--- src/rtl/pair_sum_accum_if.sv ---
// pair_sum_accum_if: operand-pair input handshake and result output handshake
// for pair_sum_accum. The master side (producer/consumer) drives the operand
// pair and out_ready; the slave side (the accumulator stage) drives in_ready
// and the result channel. dbg_state mirrors the stage FSM (0 = IDLE, 1 = ACCUM).
//
// Handshake rules: a transfer happens on a rising edge where valid and ready
// are both high. A producer holding valid high keeps its payload stable until
// the transfer. in_ready depends only on registered FIFO occupancy, never on
// in_valid or out_ready in the same cycle.
interface pair_sum_accum_if #(
    parameter int DATA_W = 8,
    parameter int OUT_W  = 10
);
    logic              in_valid;
    logic              in_ready;
    logic [DATA_W-1:0] in_a;
    logic [DATA_W-1:0] in_b;
    logic              in_last;
    logic              out_valid;
    logic              out_ready;
    logic [OUT_W-1:0]  out_sum;
    logic              out_ovf;
    logic              dbg_state;

    modport master (
        output in_valid, in_a, in_b, in_last, out_ready,
        input  in_ready, out_valid, out_sum, out_ovf, dbg_state
    );

    modport slave (
        input  in_valid, in_a, in_b, in_last, out_ready,
        output in_ready, out_valid, out_sum, out_ovf, dbg_state
    );
endinterface

--- src/rtl/pair_sum_accum.sv ---
// pair_sum_accum: adds each accepted operand pair and accumulates the sums over
// a group of BEATS pairs (or fewer when in_last ends the group). Every
// completed group is pushed as {sum, sticky overflow} into a 2-entry FIFO.
// Optional feature macro: PAIR_SUM_ACCUM_SAT_EN -- when defined, an overflowing
// beat clamps the accumulator to all-ones; otherwise the accumulator wraps.
module pair_sum_accum #(
    parameter int DATA_W = 8,
    parameter int OUT_W  = 10,
    parameter int BEATS  = 4
) (
    input logic            clk,
    input logic            rst,
    pair_sum_accum_if.slave bus
);
    localparam int CNT_W = 4;

    typedef enum logic {
        IDLE  = 1'b0,
        ACCUM = 1'b1
    } state_t;

    state_t             state_q, state_d;
    logic [OUT_W-1:0]   acc_q, acc_d;
    logic [CNT_W-1:0]   cnt_q, cnt_d;
    logic               ovf_q, ovf_d;

    logic [OUT_W-1:0]   fifo_sum_q [2];
    logic [OUT_W-1:0]   fifo_sum_d [2];
    logic               fifo_ovf_q [2];
    logic               fifo_ovf_d [2];
    logic               head_q, head_d;
    logic               tail_q, tail_d;
    logic [1:0]         count_q, count_d;

    logic               in_ready_w;
    logic               accept;
    logic               last_beat;
    logic               complete;
    logic               pop;
    logic [DATA_W:0]    pair;
    logic [OUT_W:0]     nxt;
    logic               beat_ovf;
    logic [OUT_W-1:0]   acc_upd;
    logic               ovf_upd;

    // Pair sum, widened accumulate, overflow detection and handshake qualifiers.
    always_comb begin
        in_ready_w = (count_q != 2'd2);
        accept     = bus.in_valid && in_ready_w;
        pair       = {1'b0, bus.in_a} + {1'b0, bus.in_b};
        nxt        = {1'b0, acc_q} + {{(OUT_W-DATA_W){1'b0}}, pair};
        beat_ovf   = nxt[OUT_W];
`ifdef PAIR_SUM_ACCUM_SAT_EN
        acc_upd    = beat_ovf ? {OUT_W{1'b1}} : nxt[OUT_W-1:0];
`else
        acc_upd    = nxt[OUT_W-1:0];
`endif
        ovf_upd    = ovf_q | beat_ovf;
        last_beat  = (cnt_q == CNT_W'(BEATS-1)) || bus.in_last;
        complete   = accept && last_beat;
        pop        = (count_q != 2'd0) && bus.out_ready;
    end

    // FSM next state and accumulator/beat-counter updates.
    always_comb begin
        state_d = state_q;
        acc_d   = acc_q;
        cnt_d   = cnt_q;
        ovf_d   = ovf_q;
        if (accept) begin
            if (last_beat) begin
                // Group done: result leaves via the FIFO, accumulator restarts.
                state_d = IDLE;
                acc_d   = '0;
                cnt_d   = '0;
                ovf_d   = 1'b0;
            end else begin
                state_d = ACCUM;
                acc_d   = acc_upd;
                cnt_d   = cnt_q + 1'b1;
                ovf_d   = ovf_upd;
            end
        end
    end

    // FIFO write/read pointers and occupancy; a push never targets a full FIFO
    // because accepts are blocked whenever count is 2.
    always_comb begin
        fifo_sum_d = fifo_sum_q;
        fifo_ovf_d = fifo_ovf_q;
        head_d     = head_q;
        tail_d     = tail_q;
        count_d    = count_q;
        if (complete) begin
            fifo_sum_d[tail_q] = acc_upd;
            fifo_ovf_d[tail_q] = ovf_upd;
            tail_d             = ~tail_q;
        end
        if (pop) begin
            head_d = ~head_q;
        end
        case ({complete, pop})
            2'b10:   count_d = count_q + 2'd1;
            2'b01:   count_d = count_q - 2'd1;
            default: count_d = count_q;
        endcase
    end

    // State registers; reset discards any partial group and all FIFO entries.
    always_ff @(posedge clk or posedge rst) begin
        if (rst) begin
            state_q <= IDLE;
            acc_q   <= '0;
            cnt_q   <= '0;
            ovf_q   <= 1'b0;
            head_q  <= 1'b0;
            tail_q  <= 1'b0;
            count_q <= 2'd0;
            for (int i = 0; i < 2; i++) begin
                fifo_sum_q[i] <= '0;
                fifo_ovf_q[i] <= 1'b0;
            end
        end else begin
            state_q    <= state_d;
            acc_q      <= acc_d;
            cnt_q      <= cnt_d;
            ovf_q      <= ovf_d;
            head_q     <= head_d;
            tail_q     <= tail_d;
            count_q    <= count_d;
            fifo_sum_q <= fifo_sum_d;
            fifo_ovf_q <= fifo_ovf_d;
        end
    end

    assign bus.in_ready  = in_ready_w;
    assign bus.out_valid = (count_q != 2'd0);
    assign bus.out_sum   = fifo_sum_q[head_q];
    assign bus.out_ovf   = fifo_ovf_q[head_q];
    assign bus.dbg_state = (state_q == ACCUM);
endmodule

--- src/flat_wrapper.sv ---
// flat-port wrapper written by rule: the top's interface ports become plain ports
module pair_sum_accum_flat 
#(
    parameter int DATA_W = 8,
    parameter int OUT_W  = 10,
    parameter int BEATS  = 4
)
  (clk, rst, bus_in_valid, bus_in_a, bus_in_b, bus_in_last, bus_out_ready, bus_in_ready, bus_out_valid, bus_out_sum, bus_out_ovf, bus_dbg_state);
  pair_sum_accum_if #(.DATA_W(DATA_W), .OUT_W(OUT_W)) bus_i ();
  input logic clk;
  input logic rst;
  input wire logic [$bits(bus_i.in_valid)-1:0] bus_in_valid;
  input wire logic [$bits(bus_i.in_a)-1:0] bus_in_a;
  input wire logic [$bits(bus_i.in_b)-1:0] bus_in_b;
  input wire logic [$bits(bus_i.in_last)-1:0] bus_in_last;
  input wire logic [$bits(bus_i.out_ready)-1:0] bus_out_ready;
  output wire logic [$bits(bus_i.in_ready)-1:0] bus_in_ready;
  output wire logic [$bits(bus_i.out_valid)-1:0] bus_out_valid;
  output wire logic [$bits(bus_i.out_sum)-1:0] bus_out_sum;
  output wire logic [$bits(bus_i.out_ovf)-1:0] bus_out_ovf;
  output wire logic [$bits(bus_i.dbg_state)-1:0] bus_dbg_state;
  assign bus_i.in_valid = bus_in_valid;
  assign bus_i.in_a = bus_in_a;
  assign bus_i.in_b = bus_in_b;
  assign bus_i.in_last = bus_in_last;
  assign bus_i.out_ready = bus_out_ready;
  assign bus_in_ready = bus_i.in_ready;
  assign bus_out_valid = bus_i.out_valid;
  assign bus_out_sum = bus_i.out_sum;
  assign bus_out_ovf = bus_i.out_ovf;
  assign bus_dbg_state = bus_i.dbg_state;
  pair_sum_accum #(.DATA_W(DATA_W), .OUT_W(OUT_W), .BEATS(BEATS)) u_core (.clk(clk), .rst(rst), .bus(bus_i));
endmodule
--- config.mk ---
export PLATFORM = sky130hd
export DESIGN_NAME = pair_sum_accum_flat
export DESIGN_NICKNAME = d
export VERILOG_FILES = /design/src/rtl/pair_sum_accum_if.sv /design/src/rtl/pair_sum_accum.sv /design/src/flat_wrapper.sv
export SDC_FILE = /design/constraint.sdc
export NUM_CORES = 1
export LEC_CHECK = 0
export ABC_CLOCK_PERIOD_IN_PS = 2750
export BUFFER_PORTS_ARGS = -buffer_cell sky130_fd_sc_hd__buf_2
export CAP_MARGIN = 10
export CORE_MARGIN = 2
export CORE_UTILIZATION = 56
export CTS_CLUSTER_DIAMETER = 60
export CTS_CLUSTER_SIZE = 12
export DETAILED_ROUTE_END_ITERATION = 8
export PLACE_DENSITY_LB_ADDON = 0.2
export SYNTH_ARGS = -nofsm -noshare
export SYNTH_HDL_FRONTEND = slang
export SYNTH_SLANG_ARGS = --single-unit
export TNS_END_PERCENT = 1
--- constraint.sdc ---
create_clock -name clk -period 2.75 [get_ports clk]
set_input_delay 0.4125 -clock clk [delete_from_list [all_inputs] [get_ports clk]]
set_output_delay 0.4125 -clock clk [all_outputs]
set_load 0.005 [all_outputs]
# After elaboration in Yosys (flattened, before gate mapping)
# Index checks and enable logic that the tools add are counted.
[word_totals] register_bits=42 in_bits=21 out_inout_bits=14 elab_cells=52
[op_classes] addsub=5 magnitude_cmp=3 n_eq_ne=4 mux=17 n_bitwise=5 reduce_logical=7
[ops] cell="$mux 10" n=5
[ops] cell="$bwmux 20" n=1
[ops] cell="$add 10x9->11" n=1
[ops] cell="$demux 10 s1" n=1
[ops] cell="$add 8x8->9" n=1
[ops] cell="$mux 1" n=6
[ops] cell="$add 4x1->4 const B" n=1
[ops] cell="$eq 4x2->1 const B" n=1
[ops] cell="$ge 2x2->1 const B" n=2
[ops] cell="$logic_and 1x1->1" n=4
[ops] cell="$mux 4" n=1
[ops] cell="$not 1->2" n=2
[ops] cell="$pmux 2 s2" n=1
[ops] cell="$reduce_bool 2->1" n=2
[ops] cell="$add 2x1->2 const B" n=1
[ops] cell="$bwmux 2" n=1
[ops] cell="$eq 2x1->1 const B" n=1
[ops] cell="$eq 2x2->1 const B" n=1
[ops] cell="$lt 2x1->1 const B" n=1
[ops] cell="$ne 2x2->1 const B" n=1
[ops] cell="$not 1->1" n=2
[ops] cell="$sub 2x1->2 const B" n=1
[ops] cell="$demux 1 s1" n=1
[ops] cell="$logic_or 1x1->1" n=1
[ops] cell="$or 1x1->1" n=1

# Logic depth before layout (Yosys ltp)
# Gate-level depths: netlist (run 1).
[depth] ltp_word=6 depth_mapped=10 depth_no_buf=10

# Least setup slack after synthesis (run 1)
# No wires, ideal clock.
[synth_path] path_type="input port to flip-flop" from="input port bus_in_b[1]" to="register u_core.fifo_sum_q[19] in the netlist's numbering" setup_time_ps=132 arrival_time_ps=2448 required_ps=2618 slack_ps=169 cell_stages=10 n_path_buf=0 cell_sequence="inv_1 > fa_1 > inv_1 > ha_1 > fa_1 > a211oi_1 > o21ai_1 > and4b_1 > nor3_2 > o21ai_0"
[synth_via] elab_chain_cells=3
[synth_rtl] item="from (decl)" line="flat_wrapper.sv:14" source="input wire logic [$bits(bus_i.in_b)-1:0] bus_in_b;"
[synth_rtl] item="$add 8x8->9" line="pair_sum_accum.sv:50" source="pair = {1'b0, bus.in_a} + {1'b0, bus.in_b};"
[synth_rtl] item="$add 10x9->11" line="pair_sum_accum.sv:51" source="nxt = {1'b0, acc_q} + {{(OUT_W-DATA_W){1'b0}}, pair};"
[synth_rtl] item="$bwmux 20" line="pair_sum_accum.sv:95" source="fifo_sum_d[tail_q] = acc_upd;"
[synth_rtl] item="to (signal assigned)" line="pair_sum_accum.sv:131" source="fifo_sum_q <= fifo_sum_d;"
[synth_rtl] item="to (decl)" line="pair_sum_accum.sv:27" source="logic [OUT_W-1:0] fifo_sum_q [2];"
# Every way passes these cells.
# A chain may end at the register's enable or synchronous reset.

# Final worst setup path (run 1)
[layout_path] from="register u_core.acc_q[1]" to="register u_core.fifo_sum_q[19] in the netlist's numbering"
[layout_via] elab_chain_cells=2
[layout_rtl] item="from (decl)" line="pair_sum_accum.sv:23" source="logic [OUT_W-1:0] acc_q, acc_d;"
[layout_rtl] item="from (signal assigned)" line="pair_sum_accum.sv:113" source="acc_q <= '0;"
[layout_rtl] item="from (signal assigned)" line="pair_sum_accum.sv:125" source="acc_q <= acc_d;"
[layout_rtl] item="$add 10x9->11" line="pair_sum_accum.sv:51"
[layout_rtl] item="$bwmux 20" line="pair_sum_accum.sv:95"
# Every way passes these cells.

==> flow_summary.ini, run 1 <==
[status]
status = finished clean

[clock_network]
postCtsSetupRepairBufs = 0
clk_path_buf_depth = 2
htreeDepth = 2
tritoncts = built
clockRootBuffer = clkbuf_8
insertion_delay_ps = 290
cts.sink_count = 42
cts-buffers-inserted = 5
clkTransAtPathRegs_ps = 80

[sta]
maxSlewHeadroom_pct = 63.3
fmax_mhz = 397
post-route-min-period_ps = 2520
period_share_pct = 91.6
rsz0062_at_grt = false
setup-violations-final = 0
worstMarginPinSlew_ps = 551
fin_skew_ps = 5.38
finalMaxSlewViolations = 0
hold_viol_final = 0

[synth]
synth_largest_area_cell = dfrtp_1
synth_ff_type = dfrtp_1
synth_nets = 253
synth.avg_cell_area_sq_um = 10.9
async_reset_ff_share_pct = 100
ys_types = 42
synthTopCellsByCount = 42 x dfrtp_1, 39 x nand2_1, 31 x o21ai_0, 14 x mux2_2, 10 x ha_1
synth_top_area_share_pct = 45.1
mappedNetlistArea_sq_um = 2330
synthCells = 213
yosysWarnings = 0
synthTopCellsByArea = dfrtp_1 45%, fa_1 7.7%, mux2_2 6.8%
ys_seq_area_share_pct = 45.1
synth-edff-count = 0
yosysMostFrequentCell = dfrtp_1
synth_seq_cells = 42

[setup_path]
r2r_slack_ps = 230
slowest_delay_ps = 500
crit_type = register to register
start_kind = register
rr_endpoint = u_core.fifo_sum_q[19]$_DFFE_PP0P_
critical_path_peak_fanout = 3
crit_arrival_ps = 2700
path_cells = inv_1 -> fa_1 -> inv_1 -> ha_1 -> fa_1 -> a211oi_2 -> o21ai_1 -> and4b_1 -> nor3_2 -> o21ai_0
critPathSlowestCell = fa_1
crit-reg2reg-launch = u_core.acc_q[1]$_DFFE_PP0P_
cp.required_ps = 2930
worstRegToRegCells = 10
end_kind = register

[cells_and_area]
multi_input_area_sq_um = 1210
stdcell_area_sq_um = 2640
drive_above_1_share_pct = 29.1
fin_cells = 301
nFillCells = 321
regArea_sq_um = 1050
diodes = 0
fin_util_pct = 66.1
area_growth_syn_to_layout_pct = 13.4
nets = 290

[power]
power_density_nw_per_um2 = 1090
vdd_drop_max_mv = 0.594
total_power_mw = 2.88
p_leak_nw = 1.29

[placement]
dp_hpwl_mm = 3.12
dp.cells = 293
port_buffers = 34
placed_cell_area_sq_um = 2540
routabilityCongestion = 0.795

[route]
route.detailed.drc = 0
drt_wl_total_mm = 4.31
drtPass1Iterations = 4
avgViaCountPerCell = 5.45
wl_per_cell_um = 14.3
drtIter0Drc = 88
detail-route-antenna-nets = 0
vias = 1640

[worst_hold_path]
worst_hold_path_type = primary input to asynchronous set/reset pin

[run]
maxCapViolations = 0

[grt]
antenna_found_initial = 0
grt_pass1_vias = 1550
grt_start_max_net_pins = 43
grt_pass1_wl_mm = 7.17
gr-usage-all-layers_pct = 21.3
grt_overflow = 0

[floorplanning]
io_pins = 35
die_x_um = 68.5
die_area_sq_um = 4690
row_count = 23
core_area_sq_um = 4000
start_util_pct = 58.3
dieHeight_um = 68.5
[power by group]
part	leakage (nW)	internal (mW)	switching [mW]
Combinational	0.706	0.686	0.717
Clock	0.0472	0.202	0.214
Sequential	0.535	0.872	0.190
Total	1.29	1.76	1.12
[through the flow]
step / hold slack, ps / setup slack (ps) / TNS [ps]
finish: 235 / 231 / 0
CTS: 255 / 167 / 0
global placement: 460 / 53.6 / 0
global route: 276 / 44.8 / 0
detailed placement: 465 / -38.4 / -104
floorplan: 444 / 169 / 0
[worst max-delay path, delay by kind of cell (launching register included)]
kind | cells | cell delay (ps)
AO/OA/AOI/OAI | 3 | 400
adder cells (fa/ha/maj) | 3 | 1160
buffers and inverters | 2 | 120
flip-flops | 1 | 330
AND/OR/NAND/NOR | 2 | 390
[how the worst max path moves through the flow]
stage	cells after the start	to	startpoint	slack (ps)
after CTS	10	u_core.fifo_sum_q[19]$_DFFE_PP0P_	u_core.acc_q[1]$_DFFE_PP0P_	170
after global routing	10	u_core.fifo_sum_q[19]$_DFFE_PP0P_	u_core.acc_q[1]$_DFFE_PP0P_	40
final	10	u_core.fifo_sum_q[19]$_DFFE_PP0P_	u_core.acc_q[1]$_DFFE_PP0P_	230
after floorplan	10	u_core.fifo_sum_q[19]$_DFFE_PP0P_	bus_in_b[1]	170
after global placement	11	u_core.fifo_sum_q[19]$_DFFE_PP0P_	bus_in_b[1]	50
after detailed placement	11	u_core.fifo_sum_q[19]$_DFFE_PP0P_	bus_in_b[1]	-40
[timing repair]
action	4_1_cts	5_1_grt
hold buffers	0	0
endpoints found under the setup margin	0	1
resized for setup	0	1
[final cells by class]
cell class	instances	area share, %
clock buffer	6	3.13
timing repair buffer	37	7.29
inverter	7	0.994
tap	50	2.37
clock inverter	2	0.473
sequential	42	39.8
multi-input combinational	157	46.0
[layout by cell type, fill, tap and decap left out, drive strengths merged, types with 2 or more instances in the layout]
master,count
nand3,2
xor2,5
inv,7
mux2,17
o21ai,33
dfrtp,42
ha,10
and2,2
nor2,3
xnor2,5
o211ai,2
buf,37
nor3,2
fa,9
nand2,40
nand3b,2
a21oi,7
a21o,3
a211oi,2
clkbuf,6
or2,2
nand2b,2
[flip-flops by register name (all words and copies together) (netlist names)]
register and flops:
u_core.count_q 2, u_core.tail_q 1, u_core.head_q 1, u_core.ovf_q 1
u_core.acc_q 10, u_core.fifo_ovf_q 2, u_core.bus.dbg_state 1, u_core.cnt_q 4
u_core.fifo_sum_q 20
[layer usage]
metal / vias to the layer above / GRT usage (%) / share of wire [%]
met2: 38 / 32.3 / 46
met4: 0 / 9.00 / 1.7
met3: 6 / 5.19 / 4.7
met5: - / 0 / 0
li1: 809 / - / -
met1: 787 / 29.2 / 48
[cells by family (layout without fill, tap and decap cells)]
group / count (synthesis) / count (layout) / synth area share, %
compound gates: 53 / 53 / 13.5
fa+ha+maj: 19 / 19 / 13.1
simple gates: 58 / 58 / 12.8
xor+xnor: 10 / 10 / 3.76
buf+inv: 14 / 52 / 3.01
flops: 42 / 42 / 45.1
mux: 17 / 17 / 8.70
Power figures use the tool's default switching activity.
==> inputs of run 2 (changes only) <==
MAX_ROUTING_LAYER = met4   (was unset)
==> run 2 against run 1 <==
Power hardly changed. Sequential share of layout area stayed put. Largest cell class unchanged. Combinational power hardly changed. Register-to-register slack hardly changed. Wire length is 0.30% lower. Fmax is 0.18% lower. Count of clock-buffer cells in the layout stayed put. Critical path type unchanged. Via count is 0.43% higher. Clock power hardly changed.
==> flow_summary.ini, run 2 (same netlist as run 1, synthesis figures left out) <==
[route]
drtPass1Iterations = 4
route.detailed.drc = 0
drt_wl_total_mm = 4.29
avgViaCountPerCell = 5.47
vias = 1647
wl_per_cell_um = 14.3
drtIter0Drc = 91
detail-route-antenna-nets = 0

[setup_path]
end_kind = register
rr_endpoint = u_core.fifo_sum_q[19]$_DFFE_PP0P_
path_cells = inv_1 -> fa_1 -> inv_1 -> ha_1 -> fa_1 -> a211oi_2 -> o21ai_1 -> and4b_1 -> nor3_2 -> o21ai_0
crit_family = adder cells
critical_path_peak_fanout = 3
crit_type = register to register
crit-reg2reg-launch = u_core.acc_q[1]$_DFFE_PP0P_
cp.required_ps = 2930
start_kind = register
path_buf_inv = 2
crit_arrival_ps = 2700
worstRegToRegCells = 10
slowest_delay_ps = 500
r2r_slack_ps = 230
critPathSlowestCell = fa_1

[cells_and_area]
nets = 290
most-common-layout-cells = 42 x dfrtp_1, 39 x nand2_1, 34 x buf_2, 31 x o21ai_0, 14 x mux2_2
top_register = u_core.fifo_sum_q
nFillCells = 321
largest_register_ffs = 20
diodes = 0
layout_commonest_cell = dfrtp_1
largest_registers = u_core.fifo_sum_q x20, u_core.acc_q x10, u_core.cnt_q x4
drive_above_1_share_pct = 29.1
area_growth_syn_to_layout_pct = 13.4

[floorplanning]
start_util_pct = 58.3
io_pins = 35
core_area_sq_um = 4000
die_area_sq_um = 4690
die_x_um = 68.5
row_count = 23
dieHeight_um = 68.5

[clock_network]
clk_path_buf_depth = 2
cts.sink_count = 42
postCtsSetupRepairBufs = 0
insertion_delay_ps = 290
htreeDepth = 2
clockRootBuffer = clkbuf_8
cts-buffers-inserted = 5
clkTransAtPathRegs_ps = 80
tritoncts = built

[sta]
finalMaxSlewViolations = 0
worstMarginPinSlew_ps = 550
maxSlewHeadroom_pct = 63.3
rsz0062_at_grt = false
fmax_mhz = 396
period_share_pct = 91.8
post-route-min-period_ps = 2520
fin_skew_ps = 4.20
hold_slack_ps = 232
hold_viol_final = 0
setup-violations-final = 0

[placement]
port_buffers = 34
routabilityCongestion = 0.807
dp_hpwl_mm = 3.12

[run]
maxCapViolations = 0

[status]
status = finished clean

[power]
total_power_mw = 2.88
power_density_nw_per_um2 = 1090
vdd_drop_max_mv = 0.595
p_leak_nw = 1.29

[grt]
antenna_found_initial = 0
grt_pass1_vias = 1547
grt_overflow = 0
grt_pass1_wl_mm = 7.16
gr-usage-all-layers_pct = 21.9
grt_start_max_net_pins = 43

[worst_hold_path]
worst_hold_path_type = primary input to asynchronous set/reset pin
## run 2: cell counts in the layout (fill, tap and decap cells not counted)
Identical to the previous run, type by type.
## run 2: area by class of cell
cell class                 count  area [sq um]  area share [%]
timing repair buffer          37           193            7.29
sequential                    42          1050            39.8
clock buffer                   6          82.6            3.13
clock inverter                 2          12.5           0.473
tap                           50          62.6            2.37
inverter                       7          26.3           0.994
multi-input combinational    157          1210            46.0
## run 2: worst max-delay path by stage
stage | start | end | cells past startpoint
3_5_place_dp | bus_in_b[1] | u_core.fifo_sum_q[19]$_DFFE_PP0P_ | 11
6_report | u_core.acc_q[1]$_DFFE_PP0P_ | u_core.fifo_sum_q[19]$_DFFE_PP0P_ | 10
4_1_cts | u_core.acc_q[1]$_DFFE_PP0P_ | u_core.fifo_sum_q[19]$_DFFE_PP0P_ | 10
3_3_place_gp | bus_in_b[1] | u_core.fifo_sum_q[19]$_DFFE_PP0P_ | 11
5_1_grt | u_core.acc_q[1]$_DFFE_PP0P_ | u_core.fifo_sum_q[19]$_DFFE_PP0P_ | 10
2_1_floorplan | bus_in_b[1] | u_core.fifo_sum_q[19]$_DFFE_PP0P_ | 10
## run 2: repair_timing
item                                   CTS  global route
setup endpoints to repair                0             1
hold buffers                             0             0
endpoints found under the hold margin    0             0
resized for setup                        0             1
## run 2: power by group
group	total (mW)	switching [mW]	internal [mW]
clock	0.416	0.215	0.202
sequential	1.06	0.190	0.872
combinational	1.40	0.717	0.687
## run 2: metal layers
metal  GRT usage (%)  vias up  share of wire, %
met3            5.19        6               5.3
met2            32.2       43                46
li1                -      809                 -
met5               -        -                 0
met4            9.00        0               1.8
met1            29.3      789                47
## run 2: stage by stage
stage | TNS (ps) | std cells | setup slack (ps) | util, % | instance area (sq um)
6_report | 0 | 301 | 226 | 66.1 | 2640
5_1_grt | 0 | 301 | 44.8 | 66.1 | 2640
4_1_cts | 0 | 301 | 167 | 65.9 | 2640
3_5_place_dp | -104 | 293 | -38.4 | 63.6 | 2540
3_3_place_gp | 0 | 293 | 53.6 | 63.6 | 2540
2_1_floorplan | 0 | 213 | 169 | - | 2330
## run 2: worst reg2reg max path, cell delays in order, from the launching register on
cell      delay (ps)
dfrtp_1          330
inv_1             70
fa_1             500
inv_1             50
ha_1             220
fa_1             440
a211oi_2         200
o21ai_1           90
and4b_1          210
nor3_2           180
o21ai_0          110
==> inputs of run 3 (changes only) <==
ABC_CLOCK_PERIOD_IN_PS = 2600   (was 2750)
clock period = 2.6 ns   (was 2.75 ns; I/O delays follow)
==> run 3 against run 2 <==
Count of clock-buffer cells in the layout up 1. Sequential share of layout area unchanged. Design area is the same. Combinational power up 8%. Utilization unchanged. Fmax grew 4.5%. First-iteration DRC count shrank 7.7%. Non-clock buffer count up 1. Highest routed layer unchanged.
==> flow_summary.ini, run 3 (same netlist as run 1, synthesis figures left out) <==
[status]
status = finished clean

[setup_path]
cp-startpoint = u_core.acc_q[1]$_DFFE_PP0P_
crit_arrival_ps = 2580
critical_path_peak_fanout = 3
crit-reg2reg-launch = u_core.acc_q[1]$_DFFE_PP0P_
end_kind = register
crit_type = register to register
r2r_slack_ps = 180
rr_endpoint = u_core.fifo_sum_q[5]$_DFFE_PP0P_
start_kind = register
cp.required_ps = 2760
worstRegToRegCells = 9

[cells_and_area]
diodes = 0
area_growth_syn_to_layout_pct = 13.4
drive_above_1_share_pct = 29.5
nets = 291
top_register = u_core.fifo_sum_q
most-common-layout-cells = 42 x dfrtp_1, 39 x nand2_1, 34 x buf_2, 31 x o21ai_0, 14 x mux2_2
fin_cells = 301
largest_registers = u_core.fifo_sum_q x20, u_core.acc_q x10, u_core.cnt_q x4
nFillCells = 327
layout_commonest_cell = dfrtp_1
multi_input_area_sq_um = 1230
fin_util_pct = 66.1
largest_register_ffs = 20
regArea_sq_um = 1050
stdcell_area_sq_um = 2640

[clock_network]
tritoncts = built
clkTransAtPathRegs_ps = 80
postCtsHoldBufs = 0
ctsResizeCount = 0
postCtsSetupRepairBufs = 0
clockRootBuffer = clkbuf_8
htreeDepth = 2
clk_path_buf_depth = 2
cts-buffers-inserted = 5
insertion_delay_ps = 290
cts.sink_count = 42

[route]
vias = 1641
drt_wl_total_mm = 4.30
route.detailed.drc = 0
drtPass1Iterations = 4
avgViaCountPerCell = 5.45
drtIter0Drc = 84
detail-route-antenna-nets = 0
wl_per_cell_um = 14.3

[sta]
hold_viol_final = 0
post-route-min-period_ps = 2420
worstMarginPinSlew_ps = 526
fin_skew_ps = 8.64
finalMaxSlewViolations = 0
rsz0062_at_grt = false
fmax_mhz = 414
period_share_pct = 92.9
maxSlewHeadroom_pct = 64.9
fin_ws_ps = 184
hold_slack_ps = 216
fin_tns_setup_ps = 0
setup-violations-final = 0

[power]
vdd_drop_max_mv = 0.553
p_int_mw = 1.85
power_density_nw_per_um2 = 1150
p_seq_share_pct = 37.2
switchingPower_mw = 1.18
clkPwrFrac_pct = 12.8
total_power_mw = 3.03
comb_power_share_pct = 50.0
swShare_pct = 38.8
p_leak_nw = 1.28

[floorplanning]
start_util_pct = 58.3
die_x_um = 68.5
core_area_sq_um = 4000
die_area_sq_um = 4690
row_count = 23
io_pins = 35
dieHeight_um = 68.5

[grt]
gr-usage-all-layers_pct = 21.8
grt_pass1_vias = 1571
antenna_found_initial = 0
grt_start_max_net_pins = 43
grt_overflow = 0
grt_pass1_wl_mm = 7.11

[placement]
pre_cts_ws_ps = -113
placed_cell_area_sq_um = 2550
dp_hpwl_mm = 3.16
port_buffers = 34
routabilityCongestion = 0.749
dp.cells = 294

[run]
maxCapViolations = 0

[worst_hold_path]
worst_hold_path_type = primary input to asynchronous set/reset pin
## run 3: cell types whose count changed in the layout (fill, tap and decap cells not counted), sizes merged
cell      delta
clkinvlp     -1
buf          +1
clkbuf       +1
clkinv       -1
## run 3: area by class of cell
cell class / count / area share (%)
Inverter: 7 / 0.994
Multi-Input combinational cell: 157 / 46.4
Timing Repair Buffer: 38 / 7.58
Clock buffer: 7 / 2.89
Sequential cell: 42 / 39.8
Tap cell: 50 / 2.37
## run 3: worst max-delay path, cell delays in order, from the launching register on
cell	delay (ps)
dfrtp_1	330
inv_1	60
fa_1	480
inv_1	40
ha_1	220
fa_2	380
a21o_1	170
a21oi_1	160
xor2_1	310
o21ai_0	130
## run 3: worst max-delay path by stage
stage	cells after the start	end
floorplan	10	u_core.fifo_sum_q[19]$_DFFE_PP0P_
global placement	11	u_core.fifo_sum_q[19]$_DFFE_PP0P_
detailed placement	11	u_core.acc_q[9]$_DFFE_PP0P_
CTS	10	u_core.fifo_sum_q[19]$_DFFE_PP0P_
global route	10	u_core.acc_q[9]$_DFFE_PP0P_
finish	9	u_core.fifo_sum_q[5]$_DFFE_PP0P_
## run 3: per-layer routing
metal  GRT usage [%]  vias to the layer above  wire, um
met5               -                        -         0
met3            5.84                        6       186
met1            28.2                      797      2020
met2            33.1                       33      2030
li1                -                      805         -
met4            8.25                        0        67
## run 3: power groups by stage
| stage | registers [mW] | logic (mW) | clock network [mW] |
|---|---|---|---|
| 6_report | 1.13 | 1.51 | 0.388 |
| 3_5_place_dp | 1.14 | 1.49 | 0 |
| 5_1_grt | 1.17 | 1.72 | 0.435 |
| 4_1_cts | 1.13 | 1.50 | 0.402 |
| 3_3_place_gp | 1.12 | 1.46 | 0 |
| 2_1_floorplan | 1.06 | 1.12 | 0 |
